[src/rtl/connect_pkg.sv]
// connect_pkg: shared types, status codes and board geometry helpers for the connect-N engine
package connect_pkg;
  typedef enum logic [2:0] {S_IDLE, S_CHK_H, S_CHK_V, S_CHK_D1, S_CHK_D2, S_DONE} state_t;
  localparam logic [1:0] ST_PLAY = 2'b00;
  localparam logic [1:0] ST_P0   = 2'b01;
  localparam logic [1:0] ST_P1   = 2'b10;
  localparam logic [1:0] ST_DRAW = 2'b11;
  typedef enum logic [1:0] {DIR_H, DIR_V, DIR_D1, DIR_D2} dir_t;
  function automatic int dir_dcol(dir_t d);
    return d == DIR_V ? 0 : 1;
  endfunction
  function automatic int dir_drow(dir_t d);
    return d == DIR_H ? 0 : d == DIR_D2 ? -1 : 1;
  endfunction
  function automatic int cell_index(int col, int row, int rows);
    return col * rows + row;
  endfunction
endpackage

[src/rtl/connect_line_counter.sv]
// connect_line_counter: length of the same-owner run through one cell along one axis
module connect_line_counter
  import connect_pkg::*;
#(
  parameter int COLS = 4,
  parameter int ROWS = 4,
  localparam int N = COLS * ROWS,
  localparam int MAXL = COLS > ROWS ? COLS : ROWS,
  localparam int CW = $clog2(COLS),
  localparam int RW = $clog2(ROWS),
  localparam int LW = $clog2(MAXL + 1)
) (
  input  logic [N-1:0]  i_occupied,
  input  logic [N-1:0]  i_owner,
  input  logic [CW-1:0] i_col,
  input  logic [RW-1:0] i_row,
  input  dir_t          i_dir,
  output logic [LW-1:0] o_count
);
  int   w_c, w_r, w_idx, w_cnt;
  logic w_me, w_live, w_in;
  function automatic logic bit_at(logic [N-1:0] v, int i);
    logic [N-1:0] s;
    s = v >> i;
    return s[0];
  endfunction
  // walk outwards both ways from the cell, stopping at the first edge, gap or foreign piece
  always_comb begin
    w_c = 0;
    w_r = 0;
    w_idx = 0;
    w_in = 1'b0;
    w_live = 1'b0;
    w_me = bit_at(i_owner, cell_index(int'(i_col), int'(i_row), ROWS));
    w_cnt = 1;
    for (int s = 0; s < 2; s++) begin
      w_live = 1'b1;
      for (int k = 1; k < MAXL; k++) begin
        w_c = int'(i_col) + (s == 0 ? k : -k) * dir_dcol(i_dir);
        w_r = int'(i_row) + (s == 0 ? k : -k) * dir_drow(i_dir);
        w_in = w_c >= 0 && w_c < COLS && w_r >= 0 && w_r < ROWS;
        w_idx = w_in ? cell_index(w_c, w_r, ROWS) : 0;
        w_live = w_live && w_in && bit_at(i_occupied, w_idx) && bit_at(i_owner, w_idx) == w_me;
        w_cnt = w_cnt + (w_live ? 1 : 0);
      end
    end
    o_count = LW'(w_cnt);
  end
endmodule

[src/rtl/connect_board_engine.sv]
// connect_board_engine: connect-N board state, move handshake, win/draw detection and LED drive
module connect_board_engine
  import connect_pkg::*;
#(
  parameter int COLS = 4,
  parameter int ROWS = 4,
  parameter int WIN_LEN = 4,
  localparam int N = COLS * ROWS,
  localparam int MAXL = COLS > ROWS ? COLS : ROWS,
  localparam int CW = $clog2(COLS),
  localparam int RW = $clog2(ROWS),
  localparam int HW = $clog2(ROWS + 1),
  localparam int MW = $clog2(N + 1),
  localparam int LW = $clog2(MAXL + 1)
) (
  input  logic            i_clk,
  input  logic            i_reset,
  input  logic            i_new_game,
  input  logic            i_drop_valid,
  input  logic [CW-1:0]   i_drop_col,
  output logic            o_drop_ready,
  output logic            o_move_ok,
  output logic            o_move_err,
  output logic            o_cur_player,
  output logic [1:0]      o_status,
  output logic [N-1:0]    o_occupied,
  output logic [N-1:0]    o_owner,
  output logic [2*N-1:0]  o_led_pairs
);
  state_t        r_state;
  logic [HW-1:0] r_height [COLS];
  logic [MW-1:0] r_moves;
  logic [CW-1:0] r_last_col;
  logic [RW-1:0] r_last_row;
  logic          r_win, r_ready, r_ok, r_err, r_player;
  logic [1:0]    r_status;
  logic [N-1:0]  r_occ, r_own;
  logic [2*N-1:0] r_led, w_led;
  logic          w_col_in, w_legal, w_hit;
  logic [HW-1:0] w_h;
  logic [LW-1:0] w_count;
  dir_t          w_dir;
  int            w_idx;
  // legality of the requested column and the target cell it would fill
  always_comb begin
    w_col_in = int'(i_drop_col) < COLS;
    w_h = w_col_in ? r_height[i_drop_col] : HW'(ROWS);
    w_legal = w_col_in && w_h < HW'(ROWS);
    w_idx = cell_index(int'(i_drop_col), int'(w_h), ROWS);
    w_dir = r_state == S_CHK_V ? DIR_V : r_state == S_CHK_D1 ? DIR_D1 : r_state == S_CHK_D2 ? DIR_D2 : DIR_H;
    w_hit = int'(w_count) >= WIN_LEN;
  end
  // per-cell LED code derived from the committed board
  always_comb begin
    w_led = '0;
    for (int i = 0; i < N; i++) w_led[2*i +: 2] = {r_occ[i] & r_own[i], r_occ[i] & ~r_own[i]};
  end
  connect_line_counter #(.COLS(COLS), .ROWS(ROWS)) u_line (
    .i_occupied(r_occ),
    .i_owner   (r_own),
    .i_col     (r_last_col),
    .i_row     (r_last_row),
    .i_dir     (w_dir),
    .o_count   (w_count)
  );
  // game FSM: accept a drop, sweep the four axes, then resolve win/draw/next player
  always_ff @(posedge i_clk or posedge i_reset) begin
    if (i_reset) begin
      r_state <= S_IDLE;
      for (int c = 0; c < COLS; c++) r_height[c] <= '0;
      r_moves <= '0;
      r_last_col <= '0;
      r_last_row <= '0;
      {r_win, r_ready, r_ok, r_err, r_player} <= '0;
      r_status <= ST_PLAY;
      r_occ <= '0;
      r_own <= '0;
      r_led <= '0;
    end else if (i_new_game) begin
      r_state <= S_IDLE;
      for (int c = 0; c < COLS; c++) r_height[c] <= '0;
      r_moves <= '0;
      r_last_col <= '0;
      r_last_row <= '0;
      {r_win, r_ready, r_ok, r_err, r_player} <= '0;
      r_status <= ST_PLAY;
      r_occ <= '0;
      r_own <= '0;
      r_led <= '0;
    end else begin
      r_ok <= 1'b0;
      r_err <= 1'b0;
      r_led <= w_led;
      case (r_state)
        S_IDLE: begin
          r_ready <= 1'b1;
          if (r_ready && i_drop_valid) begin
            if (w_legal) begin
              r_occ <= r_occ | (N'(1) << w_idx);
              r_own <= r_own | (N'(r_player) << w_idx);
              r_height[i_drop_col] <= w_h + 1'b1;
              r_moves <= r_moves + 1'b1;
              r_last_col <= i_drop_col;
              r_last_row <= RW'(w_h);
              r_ok <= 1'b1;
              r_ready <= 1'b0;
              r_win <= 1'b0;
              r_state <= S_CHK_H;
            end else r_err <= 1'b1;
          end
        end
        S_CHK_H, S_CHK_V, S_CHK_D1: begin
          r_win <= r_win | w_hit;
          r_state <= r_state == S_CHK_H ? S_CHK_V : r_state == S_CHK_V ? S_CHK_D1 : S_CHK_D2;
        end
        S_CHK_D2: begin
          r_win <= r_win | w_hit;
          if (r_win || w_hit) begin
            r_status <= r_player ? ST_P1 : ST_P0;
            r_state <= S_DONE;
          end else if (r_moves == MW'(N)) begin
            r_status <= ST_DRAW;
            r_state <= S_DONE;
          end else begin
            r_player <= ~r_player;
            r_ready <= 1'b1;
            r_state <= S_IDLE;
          end
        end
        default: r_ready <= 1'b0;
      endcase
    end
  end
  assign o_drop_ready = r_ready;
  assign o_move_ok = r_ok;
  assign o_move_err = r_err;
  assign o_cur_player = r_player;
  assign o_status = r_status;
  assign o_occupied = r_occ;
  assign o_owner = r_own;
  assign o_led_pairs = r_led;
endmodule

[config.mk]
export PLATFORM = sky130hd
export DESIGN_NAME = connect_board_engine
export DESIGN_NICKNAME = d
export VERILOG_FILES = /design/src/rtl/connect_pkg.sv /design/src/rtl/connect_line_counter.sv /design/src/rtl/connect_board_engine.sv
export SDC_FILE = /design/constraint.sdc
export NUM_CORES = 1
export LEC_CHECK = 0
export ABC_AREA = 1
export BUFFER_PORTS_ARGS = -buffer_cell sky130_fd_sc_hd__buf_2
export CAP_MARGIN = 20
export CELL_PAD_IN_SITES_DETAIL_PLACEMENT = 1
export CELL_PAD_IN_SITES_GLOBAL_PLACEMENT = 1
export CORE_UTILIZATION = 40
export CTS_CLUSTER_SIZE = 28
export DETAILED_ROUTE_END_ITERATION = 8
export PLACE_DENSITY_LB_ADDON = 0.1
export SETUP_SLACK_MARGIN = 0.3
export SLEW_MARGIN = 20
export SYNTH_ARGS = -nofsm -noshare
export SYNTH_HDL_FRONTEND = slang
export SYNTH_SLANG_ARGS = --single-unit
[constraint.sdc]
create_clock -name i_clk -period 7.2 [get_ports i_clk]
set_input_delay 1.44 -clock i_clk [delete_from_list [all_inputs] [get_ports i_clk]]
set_output_delay 1.44 -clock i_clk [all_outputs]
set_load 0.02 [all_outputs]
==> results of run 1 <==
==> area by class of cell <==
type | instances | area [µm²] | area share (%)
flip-flops and latches | 95 | 2380 | 20.1
clock inverters | 7 | 61.3 | 0.518
repair buffers | 112 | 657 | 5.55
well taps | 330 | 413 | 3.49
multi-input cells | 1173 | 7180 | 60.7
clock buffers | 9 | 225 | 1.90
inverters | 239 | 912 | 7.71
==> timing repair <==
action                     in CTS  in global routing
pin swaps                       4                 27
setup endpoints to repair       7                  7
buffers inserted                3                 13
gates resized for setup        20                 72
hold buffers                    0                  0
==> power groups by stage <==
stage                     clock (mW)  combinational (mW)  sequential [mW]
after global placement             0                4.59            0.582
after CTS                      0.484                4.83            0.574
after floorplan                    0                3.41            0.583
after detailed placement           0                4.68            0.584
final                          0.474                5.32            0.576
after global routing           0.500                5.91            0.577
==> logic make-up after synthesis <==
family,count (synthesis),share of synthesized area [%]
flops,95,23.1
simple gates,721,31.6
fa+ha+maj,117,15.1
compound gates,322,18.5
buf+inv,274,10.5
xor+xnor,13,1.18
==> final timing paths <==
check,endpoint,from,depth (start not counted)
setup / recovery,o_status[1]$_DFFE_PP0P_,r_state[0]$_DFFE_PP0P_,42
hold / removal,r_moves[4]$_DFFE_PP0P_,r_moves[4]$_DFFE_PP0P_,1
setup reg to reg,o_status[1]$_DFFE_PP0P_,r_state[0]$_DFFE_PP0P_,42
hold reg to reg,r_moves[4]$_DFFE_PP0P_,r_moves[4]$_DFFE_PP0P_,1
max in group asynchronous,r_state[0]$_DFFE_PP0P_,i_reset,3
min in group asynchronous,o_led_pairs[25]$_DFF_PP0_,i_reset,2
==> routing by layer <==
layer | track usage, % | vias up | wire length [µm]
li1 | - | 5334 | -
met5 | 0 | - | 0
met4 | 9.05 | 0 | 1030
met2 | 49.7 | 238 | 18200
met1 | 39.6 | 5369 | 17400
met3 | 2.06 | 64 | 1270
==> critical path, delay by kind of cell (launching register included) <==
family	cells	cell delay, ns
adder cells (fa/ha/maj)	9	2.48
AND/OR/NAND/NOR	21	2.31
buffers and inverters	9	0.79
flip-flops	1	0.46
AO/OA/AOI/OAI	3	0.44
==> state kept, by name, summed over array words and instances (netlist names) <==
| name | count |
|---|---|
| o_occupied | 16 |
| r_moves | 5 |
| o_cur_player | 1 |
| o_led_pairs | 32 |
| r_last_col | 2 |
| r_state | 3 |
| o_move_err | 1 |
| o_drop_ready | 1 |
| r_height | 12 |
| o_move_ok | 1 |
| r_win | 1 |
| o_owner | 16 |
| r_last_row | 2 |
| o_status | 2 |
==> layout by cell type, fill, tap and decap left out, types with 7 or more instances in the layout <==
master	n
buf_4	36
inv_1	221
nand3_1	116
ha_1	90
nand4_1	17
nand3_2	7
nand2_1	351
a31oi_1	8
nor3_1	34
nor2_1	130
a21oi_2	8
o21ai_1	16
o21ai_0	93
dfrtp_1	92
xor2_1	8
clkbuf_16	9
a21oi_1	83
buf_2	75
inv_2	13
ha_4	8
nand2_2	19
o211ai_1	23
fa_1	10
o22ai_1	31
==> metrics by stage <==
stage	instance area, µm²	cells
floorplan	10300	1542
global placement	11100	1933
detailed placement	11100	1933
CTS	11400	1952
global route	11800	1965
finish	11800	1965
==> out/qor.csv, run 1 <==
stage,metric,value,unit
synthesis,ys.flop_type,dfrtp_1,
timing,whs,0.477,ns
detailed_routing,routed_via_density,5.60,
timing,post-route-worst-setup-slack,0.608,ns
timing,fin_crit_sh,91.6,%
synthesis,synth_top_area_share,23.1,%
synthesis,synth-seq-cells,95,
pwr,power_frac_clock,7.4,%
status,status,completed,
hold_path,min_path_type,flop to flop,
pwr,switching_share,58.5,%
detailed_routing,drt_wl_total,37.9,mm
clock_tree,clkTransAtPathRegs,0.07,ns
setup_path,critPathKind,flop to flop,
synthesis,synth_common_cells,"nand2_1 (363), inv_1 (230), nor2_1 (133)",
pwr,combinationalPowerShare,83.5,%
setup_path,crit_slowest_cell,fa_1,
timing,maxSlewHeadroom,36.8,%
detailed_routing,ant_nets,0,
clock_tree,clock-sinks,95,
detailed_routing,num_vias,11000,
setup_path,critPathMaxFanout,5,
timing,final.min_clock_period,6.59,ns
global_routing,grt_usage,29.3,%
clock_tree,cts_inserted_buffers,9,
setup_path,r2r_slack,0.61,ns
synthesis,synth_edf_count,0,
die,start_util,40.8,%
synthesis,synthTopCellsByArea,"dfrtp_1 (23%), nand2_1 (13%), ha_1 (13%), inv_1 (8.4%), nand3_1 (5.8%)",
pwr,power_switching,3.73,mW
synthesis,seq_area_frac_synth,23.1,%
setup_path,crit_required,7.43,ns
placement,hpwl,29.9,mm
pwr,p_seq_share,9.0,%
setup_path,critPathLaunchType,flop,
finish,fillers,3363,
clock_tree,root_buffer,clkbuf_16,
placement,pre_cts_slack,0.0385,ns
die,ios,76,
synthesis,yosys.area.top_type,dfrtp_1,
finish,num_antenna_cells,0,
synthesis,syn-num-nets,1665,
pwr,p_per_area,538,nW/µm²
die,die_w,163,µm
clock_tree,clock_path_buffers,2,
die,coreArea,25300,µm²
synthesis,synth_cell_types,65,
timing,hold_viol_final,0,
pwr,p_total,6.37,mW
die,dieHeight,163,µm
timing,finalSetupViolations,0,
detailed_routing,dr.first_iter.drc_count,722,
finish,nNetsFinal,1753,
die,design.die.area,26400,µm²
pwr,p_int,2.64,mW
synthesis,async_reset_ff_share,100,%
finish,drive_gt1_share,15.2,%
timing,worst_pin_slew,0.949,ns
finish,fin_util,46.8,%
global_routing,grt_pass1_vias,11100,
timing,clock.fmax,0.152,GHz
die,rows,58,
detailed_routing,wl_per_cell,19.3,µm
detailed_routing,first_pass_iters,5,
timing,drv_slew,0,
clock_tree,clkLatencyLatePin,0.35,ns
pwr,vdd_ir_drop_max,0.311,mV
synthesis,syn_inst,1542,
placement,io_buffer_count,75,
detailed_routing,drc,0,
synthesis,yosysWarnings,0,
global_routing,grt_max_degree,75,
timing,tns,0,ns
setup_path,worst_path_largest_cell_delay,0.49,ns
finish,syn_to_final_growth,14.7,%
timing,skew,0.0113,ns
synthesis,syn_area,10300,µm²
run,cap_violations,0,
global_routing,grt_pass1_wl,60.8,mm
global_routing,grt_overflow,0,
clock_tree,cts_tree,yes,
global_routing,antenna_found_initial,0,
pwr,power.leakage,6.19,nW
synthesis,postSynthAreaPerCell,6.69,µm²
placement,gp_congestion,0.927,
setup_path,critPathArrivalTime,6.83,ns
clock_tree,htree_levels,3,
timing,rsz0062_at_grt,true,
setup_path,cp-end-kind,flop,
synthesis,yosysMostFrequentCell,nand2_1,
No activity file was read; power rests on OpenSTA's default activity.
==> run 2: changes to the inputs <==
- GPL_TIMING_DRIVEN: not set -> 0
==> run 2 against run 1 <==
Effect of this change: via count up 2.9%; setup slack worse by 0.41 ns; clock skew up 0.0021 ns; cell area up 5.4%; count of clock-buffer cells in the layout up 1; worst hold slack better by 0.016 ns; core utilization up 2.5 points; non-clock buffer count up 37; die area unchanged; sequential cell count unchanged; critical path type unchanged.
==> out/qor.csv, run 2 (synthesis results as in run 1) <==
stage,metric,value,unit
global_routing,grt_usage,30.1,%
clock_tree,root_buffer,clkbuf_16,
die,die_w,163,µm
timing,clock.fmax,0.143,GHz
global_routing,grt_overflow,0,
timing,skew,0.0134,ns
finish,largest_register_ffs,32,
hold_path,holdPathStages,1,
hold_path,hold_start,r_moves[4]$_DFFE_PP0P_,
die,rows,58,
detailed_routing,ant_nets,0,
clock_tree,clkTransAtPathRegs,0.08,ns
hold_path,min_path_type,flop to flop,
setup_path,r2r_slack,0.19,ns
hold_path,whs_endpoint,r_moves[4]$_DFFE_PP0P_,
timing,maxSlewHeadroom,45.3,%
timing,fin_crit_sh,97.3,%
timing,finalSetupViolations,0,
detailed_routing,first_pass_iters,5,
setup_path,r2r_end,o_cur_player$_DFFE_PP0P_,
setup_path,cp-end-kind,flop,
timing,drv_slew,0,
placement,place_inst,1948,
clock_tree,cts_tree,yes,
setup_path,rr_startpoint,r_state[0]$_DFFE_PP0P_,
global_routing,antenna_found_initial,0,
detailed_routing,routed_via_density,5.65,
setup_path,critPathMaxFanout,5,
run,cap_violations,0,
status,status,completed,
setup_path,crit_required,7.44,ns
clock_tree,clock_path_buffers,2,
finish,final_common_cell,nand2_1,
clock_tree,cts_hold_buf,0,
timing,rsz0062_at_grt,true,
die,design.die.area,26400,µm²
timing,final.min_clock_period,7.01,ns
timing,hold_viol_final,0,
finish,drive_gt1_share,19.4,%
finish,fin_util,49.4,%
finish,num_antenna_cells,0,
clock_tree,clock-sinks,95,
clock_tree,cts_inserted_buffers,9,
die,dieHeight,163,µm
detailed_routing,drt_wl_total,40.2,mm
placement,io_buffer_count,75,
detailed_routing,wl_per_cell,20.1,µm
timing,worst_pin_slew,0.812,ns
setup_path,worst_path_largest_cell_delay,0.52,ns
finish,fin_cells,2003,
finish,mostFrequentLayoutCells,"nand2_1 (341), inv_1 (208), nor2_1 (119)",
setup_path,critPathArrivalTime,7.25,ns
setup_path,critPathLaunchType,flop,
global_routing,grt_pass1_wl,62.5,mm
detailed_routing,num_vias,11300,
finish,nNetsFinal,1791,
setup_path,crit_slowest_cell,fa_1,
setup_path,reg2regPathDepth,44,
clock_tree,clkLatencyLatePin,0.35,ns
clock_tree,htree_levels,3,
die,ios,76,
finish,syn_to_final_growth,20.9,%
detailed_routing,dr.first_iter.drc_count,539,
global_routing,grt_max_degree,80,
detailed_routing,drc,0,
timing,tns,0,ns
global_routing,grt_pass1_vias,11500,
placement,hpwl,30.3,mm
die,start_util,40.8,%
placement,gp_congestion,0.928,
die,coreArea,25300,µm²
setup_path,critPathKind,flop to flop,
-- run 2: cell count changes in the layout (fill, tap and decap cells not counted), sizes merged --
| cell | previous run | this run |
|---|---|---|
| buf | 112 | 131 |
| clkbuf | 9 | 28 |
| clkinv | 3 | 4 |
| clkinvlp | 1 | 4 |
| inv | 242 | 238 |
-- run 2: worst max-delay path by stage --
| stage | start | to | cells after the start |
|---|---|---|---|
| global placement | r_state[2]$_DFFE_PP0P_ | r_state[2]$_DFFE_PP0P_ | 42 |
| CTS | r_state[0]$_DFFE_PP0P_ | o_drop_ready$_DFFE_PP0P_ | 42 |
| global route | r_state[0]$_DFFE_PP0P_ | o_status[0]$_DFFE_PP0P_ | 41 |
| finish | r_state[0]$_DFFE_PP0P_ | o_cur_player$_DFFE_PP0P_ | 44 |
| floorplan | r_state[0]$_DFFE_PP0P_ | r_state[2]$_DFFE_PP0P_ | 41 |
| detailed placement | r_state[2]$_DFFE_PP0P_ | r_state[2]$_DFFE_PP0P_ | 42 |
-- run 2: area by class of cell --
type / count / area (µm²)
multi-input combinational: 1173 / 7510
inverter: 239 / 936
tap: 330 / 413
buffer: 35 / 240
clock inverter: 6 / 50.0
timing repair inverter: 1 / 8.76
timing repair buffer: 114 / 696
sequential: 95 / 2380
fill: 3316 / 12800
clock buffer: 10 / 239
-- run 2: worst max-delay path, delay by kind of cell (launching register included) --
family,cells,cell delay [ns]
AO/OA/AOI/OAI,4,0.55
adder cells (fa/ha/maj),9,2.41
buffers and inverters,8,0.62
flip-flops,1,0.45
AND/OR/NAND/NOR,23,2.86
-- run 2: stage by stage --
step / hold WS (ns) / worst slack (ns) / cell area, µm²
after global routing: 0.516 / -0.0826 / 12500
after CTS: 0.491 / 0.301 / 12100
after global placement: 0.469 / -1.17 / 11100
after detailed placement: 0.479 / -1.37 / 11100
after floorplan: 0.433 / 0.756 / 10300
final: 0.493 / 0.195 / 12500
-- run 2: routing by layer --
metal | up-vias | wire, µm | track usage, %
li1 | 5399 | - | -
met1 | 5540 | 17700 | 39.3
met2 | 299 | 19600 | 52.5
met3 | 81 | 1520 | 1.50
met4 | 0 | 1370 | 10.7
met5 | - | 0 | 0
-- run 2: what timing repair did --
item	in CTS	in global routing
cloned	1	0
gates resized for setup	123	80
pin swaps	40	41
endpoints found under the setup margin	7	7
buffers inserted	24	14
Power of run 2 is not shown: default switching activity piles up to over one toggle a cycle in this logic, so the estimate is an artifact.
